<file path="src/rtl/pipe_skid_stage.sv">
// Elastic pipeline stage register with a 2-entry skid buffer.
// The main slot drives the outputs and the skid slot catches the one entry
// accepted while the downstream stalls. in_ready comes straight from a flop.
module pipe_skid_stage #(
  parameter int unsigned DATA_W      = 16,
  parameter int unsigned CTRL_W      = 8,
  parameter int unsigned REG_ADDR_W  = 4,
  parameter logic [CTRL_W-1:0] BUBBLE_CTRL = '0
) (
  input  logic                  clk,
  input  logic                  rst,
  input  logic                  flush,
  input  logic                  in_valid,
  output logic                  in_ready,
  input  logic [CTRL_W-1:0]     in_ctrl,
  input  logic [DATA_W-1:0]     in_data0,
  input  logic [DATA_W-1:0]     in_data1,
  input  logic [REG_ADDR_W-1:0] in_dst,
  output logic                  out_valid,
  input  logic                  out_ready,
  output logic [CTRL_W-1:0]     out_ctrl,
  output logic [DATA_W-1:0]     out_data0,
  output logic [DATA_W-1:0]     out_data1,
  output logic [REG_ADDR_W-1:0] out_dst,
  output logic [1:0]            occupancy
);

  logic                  main_valid;
  logic [CTRL_W-1:0]     main_ctrl;
  logic [DATA_W-1:0]     main_data0;
  logic [DATA_W-1:0]     main_data1;
  logic [REG_ADDR_W-1:0] main_dst;

  logic                  skid_valid;
  logic [CTRL_W-1:0]     skid_ctrl;
  logic [DATA_W-1:0]     skid_data0;
  logic [DATA_W-1:0]     skid_data1;
  logic [REG_ADDR_W-1:0] skid_dst;

  logic                  ready_q;
  logic                  accept;
  logic                  drain;

  // Handshake qualifiers; both depend only on flops plus external inputs.
  always_comb begin
    accept = in_valid & ready_q;
    drain  = main_valid & out_ready;
  end

  // Slot valids and the registered ready; ready_q always equals !skid_valid.
  always_ff @(posedge clk) begin
    if (rst) begin
      main_valid <= 1'b0;
      skid_valid <= 1'b0;
      ready_q    <= 1'b1;
    end else if (flush) begin
      main_valid <= 1'b0;
      skid_valid <= 1'b0;
      ready_q    <= 1'b1;
    end else if (!main_valid) begin
      main_valid <= accept;
    end else if (!skid_valid) begin
      if (accept && !drain) begin
        skid_valid <= 1'b1;
        ready_q    <= 1'b0;
      end else if (!accept && drain) begin
        main_valid <= 1'b0;
      end
    end else if (drain) begin
      skid_valid <= 1'b0;
      ready_q    <= 1'b1;
    end
  end

  // Main payload: loads from the input on accept into an empty or draining
  // slot, or from the skid slot when a full stage drains; otherwise holds.
  always_ff @(posedge clk) begin
    if (rst) begin
      main_ctrl  <= '0;
      main_data0 <= '0;
      main_data1 <= '0;
      main_dst   <= '0;
    end else if (!flush) begin
      if (skid_valid) begin
        if (drain) begin
          main_ctrl  <= skid_ctrl;
          main_data0 <= skid_data0;
          main_data1 <= skid_data1;
          main_dst   <= skid_dst;
        end
      end else if (accept && (!main_valid || drain)) begin
        main_ctrl  <= in_ctrl;
        main_data0 <= in_data0;
        main_data1 <= in_data1;
        main_dst   <= in_dst;
      end
    end
  end

  // Skid payload: captures the entry accepted while the main slot stalls.
  always_ff @(posedge clk) begin
    if (rst) begin
      skid_ctrl  <= '0;
      skid_data0 <= '0;
      skid_data1 <= '0;
      skid_dst   <= '0;
    end else if (!flush && main_valid && !skid_valid && accept && !drain) begin
      skid_ctrl  <= in_ctrl;
      skid_data0 <= in_data0;
      skid_data1 <= in_data1;
      skid_dst   <= in_dst;
    end
  end

  // Output drive; only the ctrl bundle is replaced by the bubble pattern.
  always_comb begin
    in_ready  = ready_q;
    out_valid = main_valid;
    out_ctrl  = main_valid ? main_ctrl : BUBBLE_CTRL;
    out_data0 = main_data0;
    out_data1 = main_data1;
    out_dst   = main_dst;
    occupancy = {skid_valid, main_valid & ~skid_valid};
  end

endmodule

</file>
<file path="config.mk">
export PLATFORM = sky130hd
export DESIGN_NAME = pipe_skid_stage
export DESIGN_NICKNAME = d
export VERILOG_FILES = /design/src/rtl/pipe_skid_stage.sv
export SDC_FILE = /design/constraint.sdc
export NUM_CORES = 1
export LEC_CHECK = 0
export ABC_AREA = 1
export BUFFER_PORTS_ARGS = -buffer_cell sky130_fd_sc_hd__buf_2
export CAP_MARGIN = 15
export CORE_MARGIN = 8
export CORE_UTILIZATION = 30
export DETAILED_ROUTE_END_ITERATION = 10
export GPL_TIMING_DRIVEN = 0
export PLACE_DENSITY_LB_ADDON = 0.2
export SYNTH_ARGS = -nofsm -noshare
export SYNTH_HDL_FRONTEND = slang
export SYNTH_SLANG_ARGS = --single-unit
export TNS_END_PERCENT = 10
</file>
<file path="constraint.sdc">
create_clock -name clk -period 2.4 [get_ports clk]
set_input_delay 0.48 -clock clk [delete_from_list [all_inputs] [get_ports clk]]
set_output_delay 0.48 -clock clk [all_outputs]
set_load 0.005 [all_outputs]
</file>
==> metrics.yaml <==
outcome: "finished clean"
io-pin-count: 97
slew_headroom_pct: 60.5
numCtsBuffers: 9
irDropWorstVdd_mv: 0.281
cts.sinks: 91
hold_buffers: 0
ys_seq_elements: 91
p_sw_share_pct: 24.8
cts_resized: 0
endpoint: "out_ctrl[6]"
grt_pass1_vias: 3858
clock_latency_ps: 350
placementRows: 43
diodes: 0
ant_nets: 0
yosys_warnings: 0
synth-seq-area-share_pct: 43.7
synth_cell_type_count: 17
r2r-start: "skid_valid"
totalPowerFinal_mw: 3.35
synthCells: 654
crit_fanout: 10
seq_area_sq_mm: 0.00182
die_h_microns: 134
final_cells: 945
drt_iter0_markers: 184
port_buffers: 96
core_area_sq_mm: 0.0137
cts_tree: "built"
period_share_pct: 72.4
routed_wl_microns: 11700
clk_pin_slew_ps: 60
firstDrtPassIters: 4
n_fill_cell: 1570
vias_per_cell: 4.17
p_leak_nw: 2.82
p_per_area_mw_per_mm2: 650
grt_usage_pct: 13.6
gp_congestion: 0.767
drc: 0
start_util_pct: 30.4
synth_area_sq_mm: 0.00417
root_buffer: "clkbuf_16"
pwr-share-comb_pct: 11.0
worst_slew_pin_slew_ps: 593
ctsLongestPathBuffers: 2
syn-mean-instance-area_sq_um: 6.37
grt_max_degree: 14
startpoint_type: "flip-flop"
crit_path_end_kind: "primary output"
hold_violations: 0
cp.arrival_ps: 1260
antenna_found_initial: 0
reg2regPathDepth: 6
grt_overflow: 0
clkPwrFrac_pct: 41.2
setup_viol: 0
tns_ps: 0
multi_input_area_sq_mm: 0.00194
ctsHtreeMaxLevel: 3
ff2ff_setup_slack_ps: 770
synth_area_leader_cell: "dfxtp_1"
layout_min_cycle_time_ps: 1740
dp.final_hpwl_microns: 8560
fmax_mhz: 576
drive_above_1_share_pct: 16.9
rsz0062_at_grt: "false"
p_int_mw: 2.52
nNetsFinal: 810
die-width_microns: 134
synth_area_leaders: "dfxtp_1 44%, nand2_1 21%, nor2_1 16%"
via_count: 3945
holdWs_ps: 369
timing.rr.end: "skid_data0[13]"
syn-num-nets: 703
final_core_util_pct: 37.6
cp.required_ps: 1920
maxCapViolations: 0
path_class: "flip-flop to primary output"
synth_top_area_share_pct: 43.7
crit_start: "out_valid"
fin_skew_ps: 5.12
wl_per_cell_microns: 12.4
placed_cells: 930
post_cts_buffers: 0
pwr-share-seq_pct: 47.8
net-switching-power_uw: 832
syn_to_final_growth_pct: 23.7
hold_path_class: "input port to flip-flop"
maxSlewViolCount: 0
grt_pass1_wl_microns: 19300
die_area_sq_mm: 0.0179
[cell families (layout without fill, tap and decap cells)]
group | count (synthesis) | in the layout | share of synthesized area (%)
simple gates | 418 | 418 | 38.1
flops | 91 | 91 | 43.7
buf+inv | 97 | 208 | 9.73
compound gates | 48 | 48 | 8.47
[worst min path at each step]
stage,startpoint,endpoint,slack [ps],depth (start not counted)
2_1_floorplan,main_ctrl[7],main_ctrl[7],450,2
3_5_place_dp,out_data0[0],out_data0[0],470,2
3_3_place_gp,out_data0[14],out_data0[14],460,2
5_1_grt,in_data0[0],skid_data0[0],370,3
4_1_cts,in_data1[6],skid_data1[6],360,3
6_report,in_data0[11],skid_data0[11],370,3
[cell type report]
class                      instances  area share, %
multi-input combinational        466           37.6
sequential                        91           35.4
timing repair buffer              96           9.32
clock buffer                      14           5.32
tap                              180           4.37
inverter                          59           4.30
buffer                            38           3.57
clock inverter                     1          0.146
[cell usage after synthesis]
| cell type | n |
|---|---|
| inv_1 | 57 |
| o211ai_1 | 1 |
| clkbuf_1 | 18 |
| o21a_1 | 44 |
| buf_4 | 1 |
| nand2_1 | 236 |
| buf_2 | 12 |
| nand3_1 | 2 |
| nor2_1 | 178 |
| buf_6 | 3 |
| inv_2 | 2 |
| nor2_4 | 1 |
| o21ai_0 | 1 |
| a21oi_1 | 2 |
| nor3_2 | 1 |
| dfxtp_1 | 91 |
| buf_1 | 4 |
[critical path, cell delays in order, from the launching register on]
cell and delay, ps:
dfxtp_1 380, buf_2 260, nand2_1 90, inv_1 80, buf_2 110
[metal layers]
metal | routed length (microns) | track usage, %
met1 | 5480 | 16.9
met2 | 5320 | 21.6
met3 | 703 | 3.96
met4 | 200 | 5.55
met5 | 0 | 0
[power groups by stage]
stage	registers (mW)	clock network, mW	logic (mW)
2_1_floorplan	1.64	0	0.217
3_3_place_gp	1.64	0	0.378
3_5_place_dp	1.64	0	0.377
4_1_cts	1.60	1.43	0.379
5_1_grt	1.61	1.49	0.429
6_report	1.60	1.38	0.369
[metrics by stage]
step | setup slack, ps | area (sq um)
3_5_place_dp | 469 | 4870
4_1_cts | 604 | 5150
5_1_grt | 511 | 5150
3_3_place_gp | 455 | 4870
2_1_floorplan | 991 | 4170
6_report | 663 | 5150
[state kept, by name, indices dropped and copies added, names as in the netlist, 4 cells and up]
| name | cells |
|---|---|
| out_data0 | 16 |
| out_data1 | 16 |
| skid_data0 | 16 |
| skid_data1 | 16 |
| main_ctrl | 8 |
| skid_ctrl | 8 |
| out_dst | 4 |
| skid_dst | 4 |
[cell usage in the layout (no fill, tap or decap)]
cell type,instances
o211ai_1,1
clkbuf_16,9
nand2_1,236
nor2_4,1
o21ai_0,1
nand3_1,2
buf_2,108
clkbuf_1,20
dfxtp_1,91
buf_4,1
clkinvlp_4,1
nor3_2,1
nor2_1,178
inv_1,57
o21a_1,44
a21oi_1,2
buf_1,4
clkbuf_8,3
buf_6,3
inv_2,2
Power figures use the tool's default switching activity.
